--- config.mk ---
export PLATFORM = sky130hd
export DESIGN_NAME = imm_gen_pipe
export DESIGN_NICKNAME = d
export VERILOG_FILES = /design/src/rtl/imm_gen_pkg.sv /design/src/rtl/imm_extract.sv /design/src/rtl/imm_gen_pipe.sv
export SDC_FILE = /design/constraint.sdc
export NUM_CORES = 1
export LEC_CHECK = 0
export BUFFER_PORTS_ARGS = -buffer_cell sky130_fd_sc_hd__buf_2
export CAP_MARGIN = 30
export CORE_AREA = 5 5 89 91
export CTS_BUF_LIST = sky130_fd_sc_hd__clkbuf_8
export CTS_CLUSTER_DIAMETER = 80
export DETAILED_ROUTE_END_ITERATION = 12
export DIE_AREA = 0 0 94 96
export PLACE_DENSITY = 0.95
export SYNTH_ARGS = -nofsm -noshare
export SYNTH_HDL_FRONTEND = slang
export SYNTH_SLANG_ARGS = --single-unit
--- constraint.sdc ---
create_clock -name clk -period 3.01 [get_ports clk]
set_clock_uncertainty 0.2 [all_clocks]
set_input_delay 0.1505 -clock clk [delete_from_list [all_inputs] [get_ports clk]]
set_output_delay 0.1505 -clock clk [all_outputs]
set_load 0.01 [all_outputs]
--- src/rtl/imm_gen_pkg.sv ---
// imm_gen_pkg: format codes, opcodes and skid states shared by imm_gen_pipe and imm_extract
package imm_gen_pkg;
  localparam logic [2:0] FMT_R  = 3'd0;
  localparam logic [2:0] FMT_I  = 3'd1;
  localparam logic [2:0] FMT_S  = 3'd2;
  localparam logic [2:0] FMT_B  = 3'd3;
  localparam logic [2:0] FMT_U  = 3'd4;
  localparam logic [2:0] FMT_J  = 3'd5;
  localparam logic [2:0] FMT_SH = 3'd6;
  localparam logic [6:0] OPC_LOAD   = 7'b0000011;
  localparam logic [6:0] OPC_OP_IMM = 7'b0010011;
  localparam logic [6:0] OPC_JALR   = 7'b1100111;
  localparam logic [6:0] OPC_SYSTEM = 7'b1110011;
  localparam logic [6:0] OPC_STORE  = 7'b0100011;
  localparam logic [6:0] OPC_BRANCH = 7'b1100011;
  localparam logic [6:0] OPC_LUI    = 7'b0110111;
  localparam logic [6:0] OPC_AUIPC  = 7'b0010111;
  localparam logic [6:0] OPC_JAL    = 7'b1101111;
  localparam logic [6:0] OPC_OP     = 7'b0110011;
  localparam logic [1:0] ST_EMPTY = 2'd0;
  localparam logic [1:0] ST_ONE   = 2'd1;
  localparam logic [1:0] ST_FULL  = 2'd2;
endpackage

--- src/rtl/imm_extract.sv ---
// imm_extract: combinational RV32I/RV64I immediate decode, sign-extended to XLEN (32 or 64)
module imm_extract
  import imm_gen_pkg::*;
#(
  parameter int XLEN = 32
) (
  input  logic [31:0]     inst,
  output logic [XLEN-1:0] imm,
  output logic [2:0]      fmt,
  output logic            illeg
);
  logic [31:0] v;
  logic        shift;
  logic        sh_hi;
  assign shift = (inst[14:12] == 3'b001) || (inst[14:12] == 3'b101);
  assign sh_hi = (XLEN == 64) ? inst[25] : 1'b0;
  // Build a 32-bit signed immediate per format; shift amounts stay positive so the final widening is uniform
  always_comb begin
    v = '0;
    fmt = FMT_R;
    illeg = 1'b0;
    case (inst[6:0])
      OPC_LOAD, OPC_JALR, OPC_SYSTEM: begin
        fmt = FMT_I;
        v = {{20{inst[31]}}, inst[31:20]};
      end
      OPC_OP_IMM: begin
        fmt = shift ? FMT_SH : FMT_I;
        v = shift ? {26'b0, sh_hi, inst[24:20]} : {{20{inst[31]}}, inst[31:20]};
      end
      OPC_STORE: begin
        fmt = FMT_S;
        v = {{20{inst[31]}}, inst[31:25], inst[11:7]};
      end
      OPC_BRANCH: begin
        fmt = FMT_B;
        v = {{19{inst[31]}}, inst[31], inst[7], inst[30:25], inst[11:8], 1'b0};
      end
      OPC_LUI, OPC_AUIPC: begin
        fmt = FMT_U;
        v = {inst[31:12], 12'b0};
      end
      OPC_JAL: begin
        fmt = FMT_J;
        v = {{11{inst[31]}}, inst[31], inst[19:12], inst[20], inst[30:21], 1'b0};
      end
      OPC_OP: ;
      default: illeg = 1'b1;
    endcase
  end
  assign imm = XLEN'(signed'(v));
endmodule

--- src/rtl/imm_gen_pipe.sv ---
// imm_gen_pipe: pipelined immediate generator with valid/ready and 2-entry skid; IMM_GEN_FLUSH_EN adds a flush port
module imm_gen_pipe
  import imm_gen_pkg::*;
#(
  parameter int XLEN  = 32,
  parameter int TAG_W = 8
) (
  input  logic             clk,
  input  logic             rst_n,
`ifdef IMM_GEN_FLUSH_EN
  input  logic             flush,
`endif
  input  logic             in_valid,
  output logic             in_ready,
  input  logic [31:0]      in_inst,
  input  logic [TAG_W-1:0] in_tag,
  output logic             out_valid,
  input  logic             out_ready,
  output logic [XLEN-1:0]  out_imm,
  output logic [2:0]       out_fmt,
  output logic             out_illeg,
  output logic [TAG_W-1:0] out_tag
);
  localparam int W = XLEN + 4 + TAG_W;
  logic [1:0]      state, next;
  logic [W-1:0]    dec, out_r, skid_r;
  logic [XLEN-1:0] imm;
  logic [2:0]      fmt;
  logic            illeg;
  logic            accept, pop;
  imm_extract #(.XLEN(XLEN)) u_extract (.inst(in_inst), .imm(imm), .fmt(fmt), .illeg(illeg));
  assign dec = {imm, fmt, illeg, in_tag};
  assign in_ready = state != ST_FULL;
  assign out_valid = state != ST_EMPTY;
  assign accept = in_valid && in_ready;
  assign pop = out_valid && out_ready;
  assign {out_imm, out_fmt, out_illeg, out_tag} = out_r;
  // Skid occupancy: the output register is the head, skid_r holds the second entry
  always_comb begin
    next = state;
    case (state)
      ST_EMPTY: next = accept ? ST_ONE : ST_EMPTY;
      ST_ONE:   next = (accept && !pop) ? ST_FULL : (!accept && pop) ? ST_EMPTY : ST_ONE;
      default:  next = pop ? ST_ONE : ST_FULL;
    endcase
  end
  // Load the head from the decoder when it is free or draining, otherwise from the skid
  always_ff @(posedge clk) begin
    if (!rst_n) begin
      state <= ST_EMPTY;
      out_r <= '0;
      skid_r <= '0;
    end
`ifdef IMM_GEN_FLUSH_EN
    else if (flush) begin
      state <= ST_EMPTY;
    end
`endif
    else begin
      state <= next;
      if (accept && (state == ST_EMPTY || pop)) out_r <= dec;
      else if (state == ST_FULL && pop) out_r <= skid_r;
      if (accept && state == ST_ONE && !pop) skid_r <= dec;
    end
  end
endmodule

# Word level (Yosys, flattened, before mapping)
# Cells that the tools add are included.
[op_classes]
muxes = 12
n_eq_ne = 15
n_reduce_logical = 18
[op_table]
columns = ["op", "count"]
rows = [
  ["$pmux W32 S6", 1],
  ["$mux W44", 2],
  ["$mux W32", 1],
  ["$eq A7 B7 Y1 const B", 4],
  ["$eq A7 B6 Y1 const B", 3],
  ["$pmux W3 S6", 1],
  ["$eq A7 B5 Y1 const B", 2],
  ["$reduce_or A10 Y1", 1],
  ["$logic_and A1 B1 Y1", 8],
  ["$eq A7 B2 Y1 const B", 1],
  ["$mux W2", 2],
  ["$pmux W2 S2", 1],
  ["$reduce_bool A2 Y1", 2],
  ["$eq A3 B1 Y1 const B", 1],
  ["$eq A3 B3 Y1 const B", 1],
  ["$mux W1", 3],
  ["$mux W3", 1],
  ["$reduce_or A3 Y1", 1],
  ["$eq A2 B1 Y1 const B", 1],
  ["$eq A2 B2 Y1 const B", 1],
  ["$logic_not A1 Y1", 2],
  ["$logic_not A2 Y1", 1],
  ["$logic_or A1 B1 Y1", 2],
  ["$ne A2 B2 Y1 const B", 1],
  ["$reduce_or A2 Y1", 1],
]
[totals]
output_inout_bits = 46
wordCells = 48
reg_bits = 90
in_bits = 44

# Logic depth before layout (Yosys ltp)
# Gate-level depths: netlist (run 1).
[logic_depth]
depth_word = 7
ltp_mapped = 8
mapped_depth_nobuf = 6

# Hierarchy
# Synthesis (run 1) repeated with hierarchy kept, for this count alone.
[hier_totals]
hier_cells = 557
area_unflattened_um2 = 4259.1
[modules_own_cells]
columns = ["module", "instances", "seq_area_each_um2", "area_per_inst_um2", "cells_per_inst"]
rows = [
  ["imm_gen_pipe", 1, 1801.7, 3661.0, 458],
  ["imm_extract", 1, 0.0, 598.1, 99],
]

# Worst setup path before layout (run 1)
# Ideal clock, no wire load.
[synth_path]
kind = "reg-to-reg"
from = "reg state[0]"
to = "reg state[0]"
arrival_ps = 1398
stages_incl_launch_ff = 6
slack_ps = 1295
cell_sequence = "dfxtp_1 > nand2b_1 > and2_1 > ha_1 > mux2_2 > o211a_1"
[synth_between]
elab_chain_cells = 7
elab_cells_between_ends = 15
[synth_lines]
columns = ["element", "line", "source"]
rows = [
  ["start, declared", "imm_gen_pipe.sv:25", "logic [1:0] state, next;"],
  ["start signal, assigned", "imm_gen_pipe.sv:60", "state <= next;"],
  ["$ne A2 B2 Y1 *", "imm_gen_pipe.sv:33", "assign in_ready = state != ST_FULL;"],
  ["named net in_ready", "imm_gen_pipe.sv:14", "output logic in_ready,"],
  ["$logic_and A1 B1 Y1 *", "imm_gen_pipe.sv:35", "assign accept = in_valid && in_ready;"],
  ["$logic_not A1 Y1", "imm_gen_pipe.sv:43", "ST_ONE: next = (accept && !pop) ? ST_FULL : (!accept && pop) ? ST_EMPTY : ST_ONE;"],
  ["$logic_and A1 B1 Y1", "imm_gen_pipe.sv:43", ""],
  ["$mux W1", "imm_gen_pipe.sv:43", ""],
  ["$mux W2", "imm_gen_pipe.sv:43", ""],
  ["$pmux W2 S2 *", "imm_gen_pipe.sv:41", "case (state)"],
]
# The timed path passes the listed nets; every way through them passes the cells marked *.
# A chain may end at the register's enable or synchronous reset.

# Final worst setup path (run 1)
[layout_path]
from = "in in_inst[6]"
to = "reg skid_r[41]"
[layout_between]
elab_chain_cells = 3
elab_cells_between_ends = 12
[layout_lines]
columns = ["element", "line", "source"]
rows = [
  ["start, declared", "imm_gen_pipe.sv:15", "input logic [31:0] in_inst,"],
  ["$eq A7 B2 Y1, or another cell as far along", "imm_extract.sv:22", "case (inst[6:0])"],
  ["$reduce_or A3 Y1 / $reduce_or A2 Y1 (equally long branches)", "--", ""],
  ["$pmux W32 S6 *", "imm_extract.sv:22", ""],
  ["end signal, assigned", "imm_gen_pipe.sv:52", "skid_r <= '0;"],
  ["end signal, assigned", "imm_gen_pipe.sv:63", "if (accept && state == ST_ONE && !pop) skid_r <= dec;"],
  ["end, declared", "imm_gen_pipe.sv:26", "logic [W-1:0] dec, out_r, skid_r;"],
]
# Every way passes the cells marked *; elsewhere a longest branch is shown, timed or not.

==> results of run 1 <==
## registers in the layout (all words and copies together), names as in the netlist
register,count
out_r,44
skid_r,44
state,2
## synthesized netlist by cell type, drive strengths merged, types with 12 or more instances
| library cell | n |
|---|---|
| dfxtp | 90 |
| buf | 24 |
| a221oi | 16 |
| clkbuf | 19 |
| and3 | 13 |
| a21oi | 41 |
| nand2 | 108 |
| o21ai | 33 |
| nor2 | 27 |
| o21a | 12 |
| a31oi | 17 |
| mux2i | 17 |
## layout make-up
class	count	area, sq um
Fill cell	465	1950
Tap cell	99	124
Multi-Input combinational cell	368	2110
Clock buffer	9	124
Sequential cell	90	1800
Timing Repair Buffer	131	841
Inverter	2	7.51
Clock inverter	6	108
## power breakdown
group	switching (mW)	internal [mW]
clock network	0.419	0.544
logic	0.269	0.192
registers	0.0427	1.26
total	0.730	2.00
## metal layers
| metal | vias to the layer above | GRT usage | part of all wire |
|---|---|---|---|
| met5 | - | 0 | 0 |
| met4 | 0 | 0.144 | 0.054 |
| met3 | 95 | 0.0665 | 0.11 |
| met2 | 360 | 0.474 | 0.46 |
| met1 | 2040 | 0.343 | 0.37 |
| li1 | 1999 | - | - |
## path summary, 6_finish.rpt
path	startpoint	to	slack [ns]	cells after the start
setup reg to reg	state[1]	out_r[41]	0.75	5
setup / recovery	in_inst[6]	skid_r[41]	0.41	7
hold reg to reg	skid_r[2]	skid_r[2]	0.26	2
hold / removal	in_inst[8]	out_r[13]	0.009	3
## critical path, cell delays in order
cell and delay [ns]:
dlygate4sd3_1 0.54, buf_2 0.21, and3_1 0.24, a21oi_1 0.33
o2bb2ai_1 0.24, o21ai_1 0.70, a31oi_1 0.19
## timing repair
action | CTS | global route
hold endpoints to repair | 65 | 0
hold buffers | 32 | 0
setup buffers | 0 | 0
## logic make-up (layout without fill, tap and decap cells)
kind of cell	Yosys count	after routing	synth area share
and+or+nand+nor	197	197	0.223
AOI/OAI and AO/OA	151	151	0.235
DFF	90	90	0.437
buffers and inverters	45	148	0.0547
muxes	18	18	0.0440
adders and majority gates	1	1	0.00304
xor gates and xnor gates	1	1	0.00213
==> metrics.md, run 1 <==
| Metric | Value |
|---|---|
| CP Launch Type | primary input |
| IR drop worst, VDD | 326 uV |
| Static leakage | approximately 2 nW |
| Clock Latency Late Sink | 0.36 ns |
| Synth top area share | 0.437 |
| Final Non-Filler Cells | 705 |
| Worst-margin pin slew | 1.05 ns |
| Req. time, crit path | 3.02 ns |
| Final Util | 0.724 |
| Synth Flop Type | dfxtp_1 |
| Post-route cell area | 5110 sq um |
| Async set-reset flop share out of synthesis | 0 |
| Max-cap violations | 0 |
| Core Area | 7060 sq um |
| Period Utilization, post-route | 0.863 |
| Syn_nets | 548 |
| Status | completed |
| EDFF count, synth | 0 |
| PwrDens | 534 nW/um^2 |
| Most common cell after layout, fill and taps aside | nand2_1 |
| Yosys warning count | 0 |
| Total power | 2.73 mW |
| Fin nets | 647 |
| Post-Route Setup TNS | 0 ns |
| Post-DRT Antenna Nets | 0 |
| Iter 0 DRT Violations | between 600 and 700 |
| Final worst slack | 0.414 ns |
| Area leader, netlist | dfxtp_1 |
| Commonest non-fill, non-tap cells in the layout | nand2_1, dfxtp_1, buf_2 |
| Layout cells sized above 1 | 0.200 |
| GRT Resource Usage Total | 0.284 |
| Die Y | 96 um |
| # DRC | 0 |
| Global placer's final weighted congestion | 0.882 |
| Mapped Cells | 503 |
| WHS | 0.00917 ns |
| Dpl cells | 658 |
| Clk buf depth | 2 |
| Die area | 9020 sq um |
| Global route total overflow | 0 |
| Synth Cell Area | approximately 4100 sq um |
| Final wirelength | 12800 um |
| CTS sink cnt | 90 |
| Largest net degree at the start of global routing | 57 |
| Initial core utilization | 0.584 |
| IO Count | 90 |
| Post_cts resized | 0 |
| Total iterations of the first detailed-routing run | 5 |
| Area post-placement | 4560 sq um |
| Flops & latches, synth | 90 |
| Largest cells by area after synthesis | dfxtp_1, nand2_1, a21oi_1 |
| RSZ-0062 raised after global routing | no |
| Worst slew margin | 0.297 |
| CP max FO | 14 |
| Minimum clock period | 2.60 ns |
| # setup viols final | 0 |
| CTS root buffer | clkbuf_8 |
| Synth cell types | 48 |
| Hold Fails Final Rpt | 0 |
| Routed len/inst | 18.1 um |
| Buffers on Ports | 89 |
| Cell row count | 31 |
| First-pass GRT wire length | 20300 um |
| Synth-to-layout area growth | 24.1% |
| CTS H-tree lvls | 3 |
| Max-slew violations | 0 |
| Antenna violations before repair | 0 |
| Setup crit end kind | flip-flop |
| Vias in the first global route | 4175 |
| CTS tree | built |
| Register area share after synthesis | 0.437 |
| Vias/cell | 6.37 |
| DP Wirelength | 7490 um |
| Post-place setup slack | 0.722 ns |
| CP Class | in2reg |
| Highest Clock Rate | between 300 and 400 MHz |
| Antenna cells | 0 |
| Vias after detailed routing | 4494 |
| Syn avg cell area | 8.19 sq um |
| Hold Crit Class | in2reg |
| Die width | 94 um |
| Critical Path AT | 2.61 ns |
| Clock slew at reported path FFs | 0.09 ns |
| Number of CTS-inserted buffers | 9 |
Note: power is estimated with default switching activity, not from simulation.
==> run 2: changes to the inputs <==
--- a/config.mk
+++ b/config.mk
@@ -8,7 +8,7 @@
 export BUFFER_PORTS_ARGS = -buffer_cell sky130_fd_sc_hd__buf_2
 export CAP_MARGIN = 30
 export CORE_AREA = 5 5 89 91
-export CTS_BUF_LIST = sky130_fd_sc_hd__clkbuf_8
+export CTS_BUF_LIST = sky130_fd_sc_hd__clkbuf_4
 export CTS_CLUSTER_DIAMETER = 80
 export DETAILED_ROUTE_END_ITERATION = 12
 export DIE_AREA = 0 0 94 96
==> run 2 against run 1 <==
  * Setup slack got worse by 0.031 ns
  * Cell area decreased by 0.22%
  * Fmax decreased by 1.2%
  * Non-clock buffer count increased by 4
  * First-iteration DRC count increased by 13%
  * Combinational power about the same
  * Sequential cell count unchanged
  * Critical path type unchanged
  * Highest routed layer unchanged
==> metrics.md, run 2 (same netlist as run 1, synthesis figures left out) <==
| Metric | Value |
|---|---|
| Fin nets | 651 (was 647) |
| Post-DRT Antenna Nets | 0 (unchanged) |
| Max-cap violations | 0 (unchanged) |
| Total iterations of the first detailed-routing run | 9 (was 5) |
| CP Launch Type | primary input (unchanged) |
| First-pass GRT wire length | 20200 um (was 20300 um) |
| DP Wirelength | 7490 um (unchanged) |
| Initial core utilization | 0.584 (unchanged) |
| RSZ-0062 raised after global routing | no (unchanged) |
| Largest net degree at the start of global routing | 57 (unchanged) |
| Vias after detailed routing | 4433 (was 4494) |
| Delay-heaviest family, CP | compound AO/OA/AOI/OAI gates (unchanged) |
| Largest regs | out_r (44), skid_r (44), state (2) (unchanged) |
| Status | completed (unchanged) |
| Total power | 2.60 mW (was 2.73 mW) |
| Synth-to-layout area growth | 23.8% (was 24.1%) |
| Post-Route Setup TNS | 0 ns (unchanged) |
| Final Non-Filler Cells | 709 (was 705) |
| CTS tree | built (unchanged) |
| Cell row count | 31 (unchanged) |
| # setup viols final | 0 (unchanged) |
| CTS H-tree lvls | 3 (unchanged) |
| Dpl cells | 658 (unchanged) |
| Iter 0 DRT Violations | 681 (was 605) |
| # DRC | 0 (unchanged) |
| Crit path cell chain | dlygate4sd3_1 > buf_2 > and3_1 > a21oi_1 > o2bb2ai_1 > o21ai_1 > a31oi_1 (unchanged) |
| Final worst slack | 0.383 ns (was 0.414 ns) |
| Max-slew violations | 0 (unchanged) |
| Worst-margin pin slew | 1.01 ns (was 1.05 ns) |
| Clk buf depth | 2 (unchanged) |
| Number of fill cells in the layout | 485 (was 465) |
| IO Count | 90 (unchanged) |
| Req. time, crit path | 3.08 ns (was 3.02 ns) |
| Global route total overflow | 0 (unchanged) |
| Commonest non-fill, non-tap cells in the layout | nand2_1, dfxtp_1, buf_2 (unchanged) |
| Hold Buf Count CTS | 35 (was 32) |
| Buf/Inv on CP | 2 (unchanged) |
| Most common cell after layout, fill and taps aside | nand2_1 (unchanged) |
| Crit-path slowest cell | o21ai_1 (unchanged) |
| GRT Resource Usage Total | 0.281 (was 0.284) |
| WHS | 0.0214 ns (was 0.00917 ns) |
| CTS root buffer | clkbuf_4 (was clkbuf_8) |
| CP Class | in2reg (unchanged) |
| Vias/cell | 6.25 (was 6.37) |
| Routed len/inst | 17.6 um (was 18.1 um) |
| Clock slew at reported path FFs | 0.16 ns (was 0.09 ns) |
| Die width | 94 um (unchanged) |
| CP max FO | 14 (unchanged) |
| Critical Path AT | 2.70 ns (was 2.61 ns) |
| Antenna violations before repair | 0 (unchanged) |
| Setup crit end kind | flip-flop (unchanged) |
| Hold Crit Class | in2reg (unchanged) |
| Hold Fails Final Rpt | 0 (unchanged) |
| Minimum clock period | 2.63 ns (was 2.60 ns) |
| Setup bufs post-CTS | 0 (unchanged) |
| Antenna cells | 0 (unchanged) |
| Number of CTS-inserted buffers | 9 (unchanged) |
| Clock Latency Late Sink | 0.43 ns (was 0.36 ns) |
| IR drop worst, VDD | 271 uV (was 326 uV) |
| Post-place setup slack | 0.722 ns (unchanged) |
| Post_cts resized | 0 (unchanged) |
| Buffers on Ports | 89 (unchanged) |
| Die Y | 96 um (unchanged) |
| Slowest stage delay, CP | 0.78 ns (was 0.70 ns) |
| CTS sink cnt | 90 (unchanged) |
| Core Area | 7060 sq um (unchanged) |
| Worst slew margin | 0.327 (was 0.297) |
| Final wirelength | 12500 um (was 12800 um) |
| Period Utilization, post-route | 0.873 (was 0.863) |
| Vias in the first global route | 4213 (was 4175) |
| PwrDens | 510 nW/um^2 (was 534 nW/um^2) |
| Global placer's final weighted congestion | 0.882 (unchanged) |
| Die area | 9020 sq um (unchanged) |
| Highest Clock Rate | 381 MHz (was 385 MHz) |
| Static leakage | 2.05 nW (was 2.06 nW) |
| Layout cells sized above 1 | 0.202 (was 0.200) |
-- run 2: final cells by class --
class	count	area, sq um	area share
Timing Repair Buffer	135	882	0.173
Inverter	2	7.51	0.00147
Tap cell	99	124	0.0243
Clock inverter	5	104	0.0204
Sequential cell	90	1800	0.353
Multi-Input combinational cell	368	2110	0.413
Clock buffer	10	75.1	0.0147
-- run 2: path summary, 6_finish.rpt --
path	from	slack (ns)	cells after the start	end
min reg2reg	skid_r[5]	0.27	2	skid_r[5]
max reg2reg	state[0]	0.70	6	skid_r[27]
min	in_inst[5]	0.02	4	out_r[8]
max	in_inst[6]	0.38	7	skid_r[41]
-- run 2: stage by stage --
| stage | util | area, sq um |
|---|---|---|
| 2_1_floorplan | - | 4120 |
| 3_3_place_gp | 0.646 | 4560 |
| 3_5_place_dp | 0.646 | 4560 |
| 4_1_cts | 0.721 | 5090 |
| 5_1_grt | 0.722 | 5100 |
| 6_report | 0.722 | 5100 |
-- run 2: tightest hold or removal path: stages --
cell and delay [ns]:
buf_2 0.18, a21oi_1 0.09, nor2_1 0.12, a21oi_1 0.08
-- run 2: metal layers --
layer | vias to the layer above | track usage | routed length (um)
met5 | - | 0 | 0
met4 | 0 | 0.148 | 650
met3 | 84 | 0.0641 | 1260
met2 | 337 | 0.470 | 5850
met1 | 1995 | 0.338 | 4740
li1 | 2017 | - | -
-- run 2: power breakdown --
group	internal [mW]	switching (mW)
logic	0.195	0.263
clock network	0.426	0.409
registers	1.27	0.0428
total	1.89	0.716
==> run 3: changes to the inputs <==
--- a/config.mk
+++ b/config.mk
@@ -7,12 +7,12 @@
 export LEC_CHECK = 0
 export BUFFER_PORTS_ARGS = -buffer_cell sky130_fd_sc_hd__buf_2
 export CAP_MARGIN = 30
-export CORE_AREA = 5 5 89 91
+export CORE_AREA = 5 5 108 110
 export CTS_BUF_LIST = sky130_fd_sc_hd__clkbuf_4
 export CTS_CLUSTER_DIAMETER = 80
 export DETAILED_ROUTE_END_ITERATION = 12
-export DIE_AREA = 0 0 94 96
-export PLACE_DENSITY = 0.95
+export DIE_AREA = 0 0 113 115
+export PLACE_DENSITY = 0.7
 export SYNTH_ARGS = -nofsm -noshare
 export SYNTH_HDL_FRONTEND = slang
 export SYNTH_SLANG_ARGS = --single-unit
==> constraint.sdc (replaced) <==
create_clock -name clk -period 2.65 [get_ports clk]
set_clock_uncertainty 0.2 [all_clocks]
set_input_delay 0.1325 -clock clk [delete_from_list [all_inputs] [get_ports clk]]
set_output_delay 0.1325 -clock clk [all_outputs]
set_load 0.01 [all_outputs]
==> run 3 against run 2 <==
  * Wire length down 2.2%
  * Core utilization down 22 points
  * Non-clock buffer count up 13
  * Count of clock-buffer cells in the layout down 1
  * Sequential power up 13%
  * Critical path depth up 1
  * Critical endpoint is now skid_r[25]
  * Largest power group unchanged
  * Highest routed layer unchanged
==> metrics.md, run 3 (same netlist as run 1, synthesis figures left out) <==
| Metric | Value |
|---|---|
| Status | completed (unchanged) |
| Iter 0 DRT Violations | 360 (was 681) |
| Vias after detailed routing | 4203 (was 4433) |
| Vias in the first global route | 4047 (was 4213) |
| Most common cell after layout, fill and taps aside | nand2_1 (unchanged) |
| Post-DRT Antenna Nets | 0 (unchanged) |
| # setup viols final | 0 (unchanged) |
| Vias/cell | 5.49 (was 6.25) |
| Highest Clock Rate | around 400 MHz |
| Setup bufs post-CTS | 0 (unchanged) |
| Total power | 2.85 mW (was 2.60 mW) |
| P_int | 1.99 mW (was 1.89 mW) |
| Delay-heaviest family, CP | buffers and inverters (was compound AO/OA/AOI/OAI gates) |
| Post-route cell area | 5290 sq um (was 5100 sq um) |
| Routed len/inst | 16.0 um (was 17.6 um) |
| Minimum clock period | 2.54 ns |
| Core Area | 10600 sq um (was 7060 sq um) |
| Period Utilization, post-route | 0.958 |
| Buffers on Ports | 89 (unchanged) |
| DP Wirelength | 8020 um (was 7490 um) |
| Fraction of power consumed by sequential logic | 0.520 (was 0.503) |
| CP Launch Type | primary input (unchanged) |
| Req. time, crit path | 2.85 ns (was 3.08 ns) |
| Hold Crit Class | in2reg (unchanged) |
| GRT Resource Usage Total | 0.189 (was 0.281) |
| # DRC | 0 (unchanged) |
| Critical Path AT | 2.74 ns (was 2.70 ns) |
| Most used cell, CP | dlygate4sd3_1 |
| Number of fill cells in the layout | 1001 (was 485) |
| Final wirelength | 12200 um (was 12500 um) |
| First-pass GRT wire length | 20000 um (was 20200 um) |
| Commonest non-fill, non-tap cells in the layout | nand2_1, dfxtp_1, buf_2 (unchanged) |
| IR drop worst, VDD | 304 uV (was 271 uV) |
| Buf/Inv on CP | 4 (was 2) |
| Synth-to-layout area growth | 28.4% (was 23.8%) |
| Die Y | 115 um (was 96 um) |
| Max-slew violations | 0 (unchanged) |
| Post-Route Setup TNS | 0 ns (unchanged) |
| Layout cells sized above 1 | 0.200 (was 0.202) |
| Global route total overflow | 0 (unchanged) |
| CTS sink cnt | 90 (unchanged) |
| Cell row count | 38 (was 31) |
| Worst slew margin | 0.414 (was 0.327) |
| CP Class | in2reg (unchanged) |
| Static leakage | 2.12 nW (was 2.05 nW) |
| Final Util | 0.499 (was 0.722) |
| Crit-path slowest cell | dlygate4sd3_1 (was o21ai_1) |
| Largest net degree at the start of global routing | 56 (was 57) |
| Worst-margin pin slew | 0.876 ns (was 1.01 ns) |
| Global placer's final weighted congestion | 0.874 (was 0.882) |
| Largest regs | out_r (44), skid_r (44), state (2) (unchanged) |
| Antenna violations before repair | 0 (unchanged) |
| CTS tree | built (unchanged) |
| Slowest stage delay, CP | 0.57 ns (was 0.78 ns) |
| CTS root buffer | clkbuf_4 (unchanged) |
| Clock Latency Late Sink | 0.46 ns (was 0.43 ns) |
| Crit path cell chain | dlygate4sd3_1 > buf_2 > nor4_2 > buf_4 > or2_1 > nand2_1 > a21oi_1 > dlygate4sd3_1 (was dlygate4sd3_1 > buf_2 > and3_1 > a21oi_1 > o2bb2ai_1 > o21ai_1 > a31oi_1) |
| Setup crit end kind | flip-flop (unchanged) |
| Hold Fails Final Rpt | 0 (unchanged) |
| NetSw | 0.867 mW (was 0.716 mW) |
| Fin nets | 664 (was 651) |
| Switch share | 0.304 (was 0.275) |
| Comb pwr share | 0.187 (was 0.176) |
| Initial core utilization | 0.389 (was 0.584) |
| Total iterations of the first detailed-routing run | 5 (was 9) |
| Max-cap violations | 0 (unchanged) |
| Clk buf depth | 2 (unchanged) |
| Clock power frac | 0.293 (was 0.321) |
| Clock slew at reported path FFs | 0.15 ns (was 0.16 ns) |
| CTS H-tree lvls | 3 (unchanged) |
| IO Count | 90 (unchanged) |
| CP max FO | 14 (unchanged) |
| RSZ-0062 raised after global routing | no (unchanged) |
| Number of CTS-inserted buffers | 9 (unchanged) |
| Die width | 113 um (was 94 um) |
| Die area | 13000 sq um (was 9020 sq um) |
| Area post-placement | 4660 sq um (was 4560 sq um) |
| PwrDens | 540 nW/um^2 (was 510 nW/um^2) |
-- run 3: metrics by stage --
step           setup slack, ns  instances  hold slack (ns)
6_report                 0.111        765           0.0303
5_1_grt                 0.0145        764           0.0520
4_1_cts                  0.194        764          0.00555
3_5_place_dp             0.338        701            0.195
3_3_place_gp             0.430        701            0.193
2_1_floorplan            0.935        503           0.0685
-- run 3: routing by layer --
metal,share of wire,global-route usage,vias to the layer above
met5,0,0,-
met4,0.036,0.0897,0
met3,0.068,0.0453,38
met2,0.47,0.308,192
met1,0.43,0.237,1934
li1,-,-,2039
-- run 3: power groups by stage --
| stage | Clock [mW] | Combinational (mW) | Sequential (mW) |
|---|---|---|---|
| after detailed placement | 0 | 0.478 | 1.51 |
| after global routing | 0.915 | 0.589 | 1.50 |
| after global placement | 0 | 0.466 | 1.51 |
| final | 0.837 | 0.533 | 1.48 |
| after floorplan | 0 | 0.270 | 1.53 |
| after CTS | 0.852 | 0.530 | 1.48 |
-- run 3: worst paths after layout --
path              startpoint          to  slack (ns)  cells past startpoint
setup / recovery  in_inst[6]  skid_r[25]        0.11                      8
hold / removal    in_inst[1]   skid_r[9]        0.03                      5
setup reg to reg    state[0]  skid_r[25]        0.22                      8
hold reg to reg    skid_r[3]   skid_r[3]        0.27                      2
-- run 3: worst min-delay path: stages --
cell     delay (ns)
buf_2          0.12
nand2_1        0.16
nor3_1         0.08
nand2_1        0.07
a31oi_1        0.08
-- run 3: final cells by class --
class | count | area [sq um] | share of cell area
Antenna cell | 1 | 2.50 | 0.000473
Clock buffer | 9 | 67.6 | 0.0128
Clock inverter | 7 | 85.1 | 0.0161
Inverter | 2 | 7.51 | 0.00142
Multi-Input combinational cell | 368 | 2110 | 0.398
Sequential cell | 90 | 1800 | 0.341
Tap cell | 140 | 175 | 0.0331
Timing Repair Buffer | 148 | 1040 | 0.197
-- run 3: repair_timing --
action	in CTS	in global routing
hold buffers	47	0
gates resized for setup	0	0
hold endpoints to repair	88	0
endpoints found under the setup margin	0	0
